<file path="config.mk">
export PLATFORM = sky130hd
export DESIGN_NAME = rpn_calc_core
export DESIGN_NICKNAME = d
export VERILOG_FILES = /design/src/rtl/rpn_calc_core.sv
export SDC_FILE = /design/constraint.sdc
export NUM_CORES = 1
export LEC_CHECK = 0
export CAP_MARGIN = 20
export CORE_ASPECT_RATIO = 1.75
export CORE_MARGIN = 1
export CORE_UTILIZATION = 65
export CTS_BUF_LIST = sky130_fd_sc_hd__clkbuf_16
export CTS_CLUSTER_SIZE = 8
export DETAILED_ROUTE_END_ITERATION = 8
export PLACE_DENSITY = 0.86
export SLEW_MARGIN = 0
export SYNTH_ARGS = -nofsm -noshare
export SYNTH_HDL_FRONTEND = slang
export SYNTH_SLANG_ARGS = --single-unit
</file>
<file path="constraint.sdc">
create_clock -name clk -period 8.8 [get_ports clk]
set_input_delay 1.76 -clock clk [delete_from_list [all_inputs] [get_ports clk]]
set_output_delay 1.76 -clock clk [all_outputs]
set_load 0.01 [all_outputs]
</file>
<file path="src/rtl/rpn_calc_core.sv">
// Four-step RPN calculator core: debounced Enter/Undo walk A -> B -> opcode -> result with NZCV flags.
// Optional RPN_CHAIN_EN: result chaining into A with a one-level undo history.
module rpn_calc_core #(
   parameter int unsigned C_WIDTH           = 16,
   parameter int unsigned C_DEBOUNCER_DELAY = 10,
   parameter bit          C_BUTTON_EDGE     = 1'b0
) (
   input  logic               clk,
   input  logic               rst_n,
   input  logic               enter,
   input  logic               undo,
   input  logic [C_WIDTH-1:0] value,
   output logic [C_WIDTH-1:0] display,
   output logic [3:0]         flags,
   output logic [1:0]         state
);

   localparam int unsigned CNT_W = $clog2(C_DEBOUNCER_DELAY);
   localparam int unsigned SH_W  = $clog2(C_WIDTH);
   localparam int unsigned MSB   = C_WIDTH - 1;
   localparam int unsigned NBTN  = 2;

   localparam logic [2:0] OP_ADD = 3'd0;
   localparam logic [2:0] OP_SUB = 3'd1;
   localparam logic [2:0] OP_AND = 3'd2;
   localparam logic [2:0] OP_OR  = 3'd3;
   localparam logic [2:0] OP_XOR = 3'd4;
   localparam logic [2:0] OP_SHL = 3'd5;
   localparam logic [2:0] OP_SHR = 3'd6;

   typedef enum logic [1:0] {
      S_A   = 2'd0,
      S_B   = 2'd1,
      S_OP  = 2'd2,
      S_RES = 2'd3
   } state_t;

   // ---------------------------------------------------------------------------------
   // Button conditioning: bit 0 = enter, bit 1 = undo
   logic [NBTN-1:0]  btn_raw;
   logic [NBTN-1:0]  sync1_q, sync2_q, sync_d_q, level_q, pulse_q;
   logic [CNT_W-1:0] cnt_q [NBTN];
   logic             enter_p, undo_p;

   assign btn_raw = {undo, enter};
   assign enter_p = pulse_q[0];
   assign undo_p  = pulse_q[1];

   // Counter restarts on any synchronised change; the level is accepted after DELAY stable cycles
   always_ff @(posedge clk or negedge rst_n) begin
      if (!rst_n) begin
         sync1_q  <= '0;
         sync2_q  <= '0;
         sync_d_q <= '0;
         level_q  <= '0;
         pulse_q  <= '0;
         for (int i = 0; i < int'(NBTN); i++) cnt_q[i] <= '0;
      end else begin
         sync1_q  <= btn_raw;
         sync2_q  <= sync1_q;
         sync_d_q <= sync2_q;
         pulse_q  <= '0;
         for (int i = 0; i < int'(NBTN); i++) begin
            if ((sync2_q[i] != sync_d_q[i]) || (sync2_q[i] == level_q[i])) begin
               cnt_q[i] <= '0;
            end else if (cnt_q[i] == CNT_W'(C_DEBOUNCER_DELAY - 2)) begin
               cnt_q[i]   <= '0;
               level_q[i] <= sync2_q[i];
               pulse_q[i] <= (sync2_q[i] == ~C_BUTTON_EDGE);
            end else begin
               cnt_q[i] <= cnt_q[i] + CNT_W'(1);
            end
         end
      end
   end

   // ---------------------------------------------------------------------------------
   // ALU: returns {N,Z,C,V, result}
   function automatic logic [C_WIDTH+3:0] alu_eval(input logic [C_WIDTH-1:0] a,
                                                   input logic [C_WIDTH-1:0] b,
                                                   input logic [2:0]         op);
      logic [C_WIDTH:0]   sum;
      logic [C_WIDTH-1:0] r;
      logic               c, v;
      sum = '0;
      r   = '0;
      c   = 1'b0;
      v   = 1'b0;
      case (op)
         OP_ADD: begin
            sum = {1'b0, a} + {1'b0, b};
            r   = sum[C_WIDTH-1:0];
            c   = sum[C_WIDTH];
            v   = (a[MSB] == b[MSB]) && (r[MSB] != a[MSB]);
         end
         OP_SUB: begin
            r = a - b;
            c = (a < b);
            v = (a[MSB] != b[MSB]) && (r[MSB] != a[MSB]);
         end
         OP_AND:  r = a & b;
         OP_OR:   r = a | b;
         OP_XOR:  r = a ^ b;
         OP_SHL:  r = a << b[SH_W-1:0];
         OP_SHR:  r = a >> b[SH_W-1:0];
         default: r = b;
      endcase
      return {r[MSB], (r == '0), c, v, r};
   endfunction

   // ---------------------------------------------------------------------------------
   // Control FSM and datapath registers
   state_t             state_q, state_n;
   logic [C_WIDTH-1:0] a_q, a_n, b_q, b_n, res_q, res_n, disp_q, disp_n;
   logic [2:0]         op_q, op_n;
   logic [3:0]         flags_q, flags_n;
`ifdef RPN_CHAIN_EN
   logic               hist_v_q, hist_v_n;
   logic [C_WIDTH-1:0] hist_res_q, hist_res_n;
   logic [3:0]         hist_flags_q, hist_flags_n;
`endif

   always_ff @(posedge clk or negedge rst_n) begin
      if (!rst_n) begin
         state_q      <= S_A;
         a_q          <= '0;
         b_q          <= '0;
         op_q         <= '0;
         res_q        <= '0;
         flags_q      <= '0;
         disp_q       <= '0;
`ifdef RPN_CHAIN_EN
         hist_v_q     <= 1'b0;
         hist_res_q   <= '0;
         hist_flags_q <= '0;
`endif
      end else begin
         state_q      <= state_n;
         a_q          <= a_n;
         b_q          <= b_n;
         op_q         <= op_n;
         res_q        <= res_n;
         flags_q      <= flags_n;
         disp_q       <= disp_n;
`ifdef RPN_CHAIN_EN
         hist_v_q     <= hist_v_n;
         hist_res_q   <= hist_res_n;
         hist_flags_q <= hist_flags_n;
`endif
      end
   end

   always_comb begin
      state_n      = state_q;
      a_n          = a_q;
      b_n          = b_q;
      op_n         = op_q;
      res_n        = res_q;
      flags_n      = flags_q;
      disp_n       = '0;
`ifdef RPN_CHAIN_EN
      hist_v_n     = hist_v_q;
      hist_res_n   = hist_res_q;
      hist_flags_n = hist_flags_q;
`endif
      // Undo has priority over a coincident enter
      if (undo_p) begin
         case (state_q)
            S_B: begin
               state_n = S_A;
`ifdef RPN_CHAIN_EN
               if (hist_v_q) begin
                  state_n  = S_RES;
                  res_n    = hist_res_q;
                  flags_n  = hist_flags_q;
                  hist_v_n = 1'b0;
               end
`endif
            end
            S_OP: state_n = S_B;
            S_RES: begin
               state_n = S_OP;
               flags_n = '0;
            end
            default: ;
         endcase
      end else if (enter_p) begin
         case (state_q)
            S_A: begin
               a_n     = value;
               state_n = S_B;
            end
            S_B: begin
               b_n     = value;
               state_n = S_OP;
            end
            S_OP: begin
               op_n             = value[2:0];
               {flags_n, res_n} = alu_eval(a_q, b_q, value[2:0]);
               state_n          = S_RES;
`ifdef RPN_CHAIN_EN
               hist_v_n         = 1'b0;
`endif
            end
            default: begin
`ifdef RPN_CHAIN_EN
               a_n          = res_q;
               hist_v_n     = 1'b1;
               hist_res_n   = res_q;
               hist_flags_n = flags_q;
               state_n      = S_B;
`else
               state_n      = S_A;
`endif
            end
         endcase
      end

      case (state_n)
         S_A, S_B: disp_n = value;
         S_OP:     disp_n = C_WIDTH'(value[2:0]);
         default:  disp_n = res_n;
      endcase
   end

   assign display = disp_q;
   assign flags   = flags_q;
   assign state   = state_q;

endmodule

</file>
# Word-level counts from Yosys, hierarchy flattened
# Cells that the tools add are included.
[totals] ff_bits=88 in_bits=20 out_inout_bits=22
[classes] n_addsub=4 n_lt_le_gt_ge=1 eq_ne=22 n_shift=2 mux=26 bitwise_logic=6 n_reduce_logical=16
[ops] cell="one-hot mux 16 bit (7 select lines)" count=1
[ops] cell="two-way mux 16 bit" count=6
[ops] cell="two-way mux 4 bit" count=8
[ops] cell="one-hot mux 16 bit (2 select lines)" count=1
[ops] cell="adder 16 x 16 -> 17 bit" count=1
[ops] cell="bitwise AND 16 bit" count=1
[ops] cell="logical NOT 16 bit" count=1
[ops] cell="< comparator 16 bit" count=1
[ops] cell="OR 16 bit" count=1
[ops] cell="left shift 16 x 4 -> 16 bit" count=1
[ops] cell="right shift 16 x 4 -> 16 bit" count=1
[ops] cell="subtractor 16 bit" count=1
[ops] cell="bitwise XOR 16 bit" count=1
[ops] cell="one-hot mux 2 bit (3 select lines)" count=2
[ops] cell="== test 3 bit, second input constant" count=3
[ops] cell="AND reduction 3 bit" count=3
[ops] cell="adder 4 x 1 -> 4 bit, second input constant" count=2
[ops] cell="== test 4 bit, second input constant" count=2
[ops] cell="== test 2 bit, second input constant" count=3
[ops] cell="== test 3 x 2 -> 1 bit, second input constant" count=2
[ops] cell="inequality test 1 bit" count=5
[ops] cell="== test 2 x 1 -> 1 bit, second input constant" count=2
[ops] cell="logical NOT 2 bit" count=2
[ops] cell="two-way mux 1 bit" count=4
[ops] cell="other kinds (12)" count=22

# Logic depth before layout (Yosys ltp)
# Gate-level depths: netlist (run 1).
[logic_depth] word_depth=9 mapped_depth=15 depth_no_buf=13

# Least setup slack after synthesis (run 1)
# No wires, ideal clock.
[synth_path] kind="in2reg" startpoint="input port value[1]" endpoint="register flags_q[2] (netlist: flags[2])" setup_time_ns=0.092 arrival_ns=3.866 required_time_ns=8.708 slack_ns=4.842 path_stages=11 path_buffers=2 path_cell_list="buf_2 > and2_1 > clkbuf_1 > a21oi_1 > o22ai_1 > or4_4 > o32ai_4 > o211ai_2 > nor4_2 > nand4_1 > o31ai_2"
[synth_between] elab_chain_len=9 elab_cells_between_ends=15 classes_between="eq/ne: 6; mux: 7; reduce/logical: 2"
[synth_lines] item="start: declaration" line_no="12" rtl="input logic [C_WIDTH-1:0] value,"
[synth_lines] item="== test 3 bit (tied with other cells)" line_no="89" rtl="case (op)"
[synth_lines] item="one-hot mux 16 bit (7 select lines) *" line_no="89"
[synth_lines] item="two-way mux 16 bit *" line_no="188" rtl="case (state_q)"
[synth_lines] item="two-way mux 16 bit *" line_no="187" rtl="end else if (enter_p) begin"
[synth_lines] item="two-way mux 16 bit *" line_no="167" rtl="if (undo_p) begin"
[synth_lines] item="logical NOT 16 bit *" line_no="108" rtl="return {r[MSB], (r == '0), c, v, r};"
[synth_lines] item="two-way mux 4 bit *" line_no="188"
[synth_lines] item="two-way mux 4 bit *" line_no="187"
[synth_lines] item="two-way mux 4 bit *" line_no="167"
[synth_lines] item="end signal: assignment" line_no="143" rtl="flags_q <= flags_n;"
[synth_lines] item="end: declaration" line_no="116" rtl="logic [3:0] flags_q, flags_n;"
# Every way passes the cells marked *; elsewhere a longest branch is shown, timed or not. The select of a mux whose other input is x is not followed.
# A chain may end at the register's enable or synchronous reset.

# Final worst setup path (run 1)
# Same ends and word-level chain as after synthesis.

==> reports/results.ini, run 1 <==
[setup_path]
path_max_fanout=30
cp_num_buf_inv=1
cp-start-kind=input pin
critPathCaptureType=flip-flop
critPathKind=input pin to flip-flop
slowest_stage=clkdlybuf4s50_1
cp_cell_sequence=clkdlybuf4s50_1 > nor2_1 > a21oi_1 > o22ai_1 > or4_4 > o32ai_4 > o211ai_2 > nor4_2 > nand4_1 > o31ai_2
cp.arrival_ns=5.60
cp_num_cells=10
required_ns=9.06
crit_start=value[1]
critical-path-max-stage-delay_ns=1.22
timing.rr.start=b_q[2]$_DFFE_PN0P_
critPathTopFamily=simple AND/OR/NAND/NOR gates
r2r_cells=12

[drt]
drc_errors=1
top_layer=met4
route.met2.wl_um=13000
vias_per_cell=7.53
first_pass_iters=9
ant_nets=0
drt-initial-drc-count=894
met3RoutedLength_um=2610
avgRoutedWirePerCell_um=26.9
vias=7558
wl_met1_um=9430
wirelength_um=27000

[clocking]
clockBufferDepth=2
cts_tree=yes
htreeDepth=3
cts_resized=0
cts_root_buffer=clkbuf_16
postCtsHoldBufs=0
path_clk_slew_ns=0.06
post_cts_buffers=0
clkLatencyLatePin_ns=0.35
cts.sink_count=88
cts_inserted_buffers=9

[layout]
antennaDiodeCount=0
seq_area_mm2=0.00220
area_growth_pct=8.96
stdcell_count=1004
final_area_mm2=0.00849
finalNetCount=946
multi_input_area_mm2=0.00506
final_util=0.729
fill_cells=839
drive_gt1_frac=0.121
mostFrequentLayoutCell=dfrtp_1
layout_common_cells=dfrtp_1 (88), nor2_1 (78), nand2_1 (74)

[floorplan]
start_util=0.669
die_w_um=84.8
fp.coreArea_mm2=0.0116
dieArea_mm2=0.0125
rows=52
ioPinCount=42
die_h_um=147

[global_route]
grt_pass1_wl_um=41600
grt_pass1_vias=7232
grt_max_degree=89
antenna_found_initial=0
gr-total-overflow=0
grt_util_all_layers=0.444

[sta]
finalSetupViolCount=0
rsz0062_at_grt=no
final_max_slew_viol_count=0
hold_violations=0
max_freq_mhz=187
clock_skew_ns=0.0125
finalSetupTns_ns=0
period_minus_slack_ns=5.34
worstMarginPinSlew_ns=1.13
finalCritPeriodShare=0.607
relSlewSlack=0.241

[yosys]
synth_ff_type=dfrtp_1
synth_top_area_share=0.283
ys_types=86
yosysSeqAreaShare=0.283
synth_top_cell_by_area=dfrtp_1
synth_edf_count=0
synth-async-reset-ratio=1.00
synth_cells=864
yosysWarnings=0
ys_ff_latch=88
synth_nets=946
syn_avg_cell_area_um2=9.02
yosys-top-cells-area=dfrtp_1 (28%), ha_1 (9.6%), mux4_2 (6.4%), mux2_2 (5.9%), nor2_1 (3.8%)
synth.cell_area_mm2=0.00779

[place]
portBuffers=41
gp_congestion=1.01
placed_area_mm2=0.00815
place_inst=986
dp_hpwl_um=19300

[status]
failed_checks=DRC
status=finished with violations

[power_and_ir_drop]
p_leak_nw=3.74
p_sw_mw=0.334
power.share.clock=0.366
power.density_mw_per_mm2=130
vdd_ir_drop_max_mv=0.196
intPower_mw=0.768
swShare=0.303
power_frac_comb=0.232
seqPwrFrac=0.402
finalPower_mw=1.10

[worst_hold_path]
hold_path_startpoint=sync1_q[1]$_DFF_PN0_
min-delay-path-class=flip-flop to flip-flop
worst_hold_path.num_cells=0

[flow_run]
cap_violations=0

## layer usage
layer  global-route usage  vias to the layer above
met5                    0                        -
met4                0.301                        0
met3               0.0826                      156
met2                0.711                      569
met1                0.542                     3660
li1                     -                     3173
## path summary, 6_finish.rpt
kind | slack (ns) | endpoint
max in group asynchronous | 6.95 | sync_d_q[0]$_DFF_PN0_
max | 3.46 | flags[2]$_DFFE_PN0P_
min reg2reg | 0.37 | sync2_q[1]$_DFF_PN0_
min in group asynchronous | 1.23 | display[13]$_DFF_PN0_
min | 0.37 | sync2_q[1]$_DFF_PN0_
max reg2reg | 4.27 | display[15]$_DFF_PN0_
## cell usage after synthesis, types with 6 or more instances
master	number
a211oi_1	9
a21o_1	10
a21oi_1	36
a22o_1	14
a2bb2oi_1	6
a31oi_1	6
and3_1	6
buf_2	13
clkbuf_1	42
dfrtp_1	88
ha_1	60
inv_1	56
mux2_2	41
mux2i_1	15
mux4_2	22
nand2_1	74
nand2b_1	6
nand3_1	21
nor2_1	78
nor2b_1	12
nor3_1	16
nor4_1	7
o211ai_1	6
o21a_1	6
o21ai_0	52
o21bai_1	6
o22ai_1	11
or3_1	6
xnor2_1	8
xor2_1	6
## kinds of logic after synthesis
logic type	after synthesis	share of synthesized area
buf+inv	122	0.0679
mux	84	0.159
xor+xnor	14	0.0157
fa+ha+maj	62	0.101
flops	88	0.283
simple gates	263	0.164
compound gates	231	0.209
## stage by stage
step,setup WS [ns],hold WS [ns]
after detailed placement,3.22,0.347
after floorplan,4.84,0.331
after CTS,3.58,0.369
after global placement,3.26,0.347
final,3.46,0.365
after global routing,3.36,0.370
## power by group through the flow
stage	registers [mW]	logic, mW	clock network [mW]
floorplan	0.439	0.164	0
global placement	0.447	0.234	0
detailed placement	0.449	0.241	0
CTS	0.442	0.244	0.406
global route	0.445	0.271	0.419
finish	0.444	0.255	0.403
## flip-flops by register name (all words and copies together), names as in the netlist
name	cells
sync_d_q	2
b_q	16
level_q	2
state	2
res_q	16
a_q	16
display	16
flags	4
sync2_q	2
pulse_q	2
cnt_q	8
sync1_q	2
## worst register-to-register path, cell delays in order, from the launching register on
cell and delay, ns:
dfrtp_1 0.34, buf_4 0.41, inv_1 0.39, ha_1 0.55, nor2_1 0.07, a221oi_1 0.57, nor2_1 0.14, o21a_1 0.28
a211oi_1 0.61, o32ai_1 0.15, a31oi_1 0.41, o21ai_0 0.20, a31o_2 0.28
## layout make-up
cell class                      count  share of cell area
Sequential cell                    88               0.259
Clock inverter                      7              0.0103
Clock buffer                        9              0.0265
Tap cell                          135              0.0199
Timing Repair Buffer               52              0.0601
Inverter                           59              0.0277
Multi-Input combinational cell    654               0.596
Note: power is estimated with default switching activity, not from simulation.
==> run 2, diff against run 1 <==
- CORE_UTILIZATION: 65 -> 62
- PLACE_DENSITY: 0.86 -> 0.82
- clock period: 8.8 -> 5.4 ns (I/O delays scaled with it)
==> run 2 against run 1 <==
  * The flow now finishes without violations
  * Die area rose by 4.7%
  * Count of clock-buffer cells in the layout did not move
  * Utilization is 2.2 points lower
  * Final cell count up 3.7%
  * Clock power grew 65%
  * Sequential cell count is the same
  * Hold slack improved by 0.0014 ns
  * Global-route usage shrank 2.2 points
  * Power increased by 64%
  * Routed wire length is 0.60% lower
  * Register-to-register slack got worse by 3.1 ns
  * First-iteration DRC count fell by 9.5%
  * Critical path type unchanged
==> reports/results.ini, run 2 (synthesis gave the netlist of run 1 again) <==
[place]
place_inst=1023
placed_area_mm2=0.00824
pre_cts_ws_ns=0.705
dp_hpwl_um=19500
portBuffers=41
gp_congestion=1.11

[sta]
worstMarginPinSlew_ns=1.10
rsz0062_at_grt=no
whs_ns=0.367
relSlewSlack=0.261
clock_skew_ns=0.0113
finalSetupViolCount=0
final_max_slew_viol_count=0
max_freq_mhz=219
period_minus_slack_ns=4.57
hold_violations=0
finalSetupTns_ns=0
finalCritPeriodShare=0.847
worst_slack_ns=0.826

[worst_hold_path]
hold_path_startpoint=sync1_q[0]$_DFF_PN0_
min_to=sync2_q[0]$_DFF_PN0_
worst_hold_path.num_cells=0
min-delay-path-class=flip-flop to flip-flop

[layout]
mostFrequentLayoutCell=dfrtp_1
finalNetCount=953
drive_gt1_frac=0.130
antennaDiodeCount=0
layout_common_cells=dfrtp_1 (88), nor2_1 (78), nand2_1 (74)
final_area_mm2=0.00859
area_growth_pct=10.2
fill_cells=902
stdcell_count=1041

[drt]
drc_errors=0
ant_nets=0
vias=7405
vias_per_cell=7.11
avgRoutedWirePerCell_um=25.8
wirelength_um=26900
drt-initial-drc-count=809
first_pass_iters=5

[global_route]
gr-total-overflow=0
grt_pass1_wl_um=40800
antenna_found_initial=0
grt_pass1_vias=7391
grt_util_all_layers=0.421
grt_max_degree=89

[floorplan]
die_h_um=150
ioPinCount=42
fp.coreArea_mm2=0.0121
die_w_um=86.8
rows=53
start_util=0.642
dieArea_mm2=0.0130

[clocking]
path_clk_slew_ns=0.07
cts.sink_count=88
cts_root_buffer=clkbuf_16
cts_tree=yes
postCtsHoldBufs=0
clockBufferDepth=2
cts_inserted_buffers=9
post_cts_buffers=0
cts_resized=0
htreeDepth=3
clkLatencyLatePin_ns=0.34

[setup_path]
timing.rr.start=b_q[3]$_DFFE_PN0P_
cp.arrival_ns=4.82
slowest_stage=clkdlybuf4s50_1
critPathCaptureType=flip-flop
r2r_slack_ns=1.22
r2r_cells=11
cp_cell_sequence=clkdlybuf4s50_1 > nor2_1 > a32oi_1 > o211ai_1 > nor4b_1 > o221a_2 > o22ai_1 > nor4_2 > nand4_1 > o31ai_2
timing.rr.end=display[15]$_DFF_PN0_
required_ns=5.64
cp-start-kind=input pin
critical-path-max-stage-delay_ns=0.83
critPathKind=input pin to flip-flop
path_max_fanout=17

[power_and_ir_drop]
p_leak_nw=3.77
power.density_mw_per_mm2=210
vdd_ir_drop_max_mv=0.290

[status]
status=finished clean

[flow_run]
cap_violations=0

## run 2: changes by cell type in the layout (fill, tap and decap cells not counted)
cell,before,now
buf_4,11,17
clkbuf_2,0,1
clkinv_1,2,1
clkinv_2,1,2
inv_1,57,56
inv_6,0,1
## run 2: where the power goes
| group | switching (mW) | internal (mW) |
|---|---|---|
| registers | 0.0399 | 0.684 |
| clock network | 0.258 | 0.405 |
| logic | 0.247 | 0.170 |
| total | 0.546 | 1.26 |
## run 2: through the flow
stage	total power, mW	util
CTS	1.79	0.705
detailed placement	1.13	0.679
global placement	1.12	0.679
finish	1.80	0.708
floorplan	0.984	-
global route	1.86	0.708
## run 2: area by class of cell
| type | count | area (µm²) | area share |
|---|---|---|---|
| timing repair buffer | 59 | 561 | 0.0653 |
| tap | 165 | 206 | 0.0240 |
| sequential | 88 | 2200 | 0.256 |
| inverter | 59 | 235 | 0.0274 |
| clock buffer | 9 | 225 | 0.0262 |
| clock inverter | 7 | 93.8 | 0.0109 |
| multi-input combinational | 654 | 5060 | 0.590 |
## run 2: worst max path at each step
stage / start / end / slack (ns) / cells past startpoint
3_3_place_gp: value[0] / flags[2]$_DFFE_PN0P_ / 0.77 / 10
2_1_floorplan: b_q[2]$_DFFE_PN0P_ / display[15]$_DFF_PN0_ / 2.05 / 15
5_1_grt: value[0] / flags[2]$_DFFE_PN0P_ / 0.77 / 10
3_5_place_dp: value[0] / flags[2]$_DFFE_PN0P_ / 0.71 / 10
4_1_cts: value[0] / flags[2]$_DFFE_PN0P_ / 1.00 / 10
6_report: value[0] / flags[2]$_DFFE_PN0P_ / 0.83 / 10
## run 2: critical path: cells and delay by family
family | cells | cell delay (ns)
AND/OR/NAND/NOR | 4 | 1.62
AO/OA/AOI/OAI | 5 | 1.29
buffers and inverters | 1 | 0.83
## run 2: metal layers
layer  track usage  part of all wire  vias up
met4         0.254             0.064        0
met5             0                 0        -
met3        0.0598             0.080      123
li1              -                 -     3174
met2         0.701              0.49      547
met1         0.514              0.37     3561
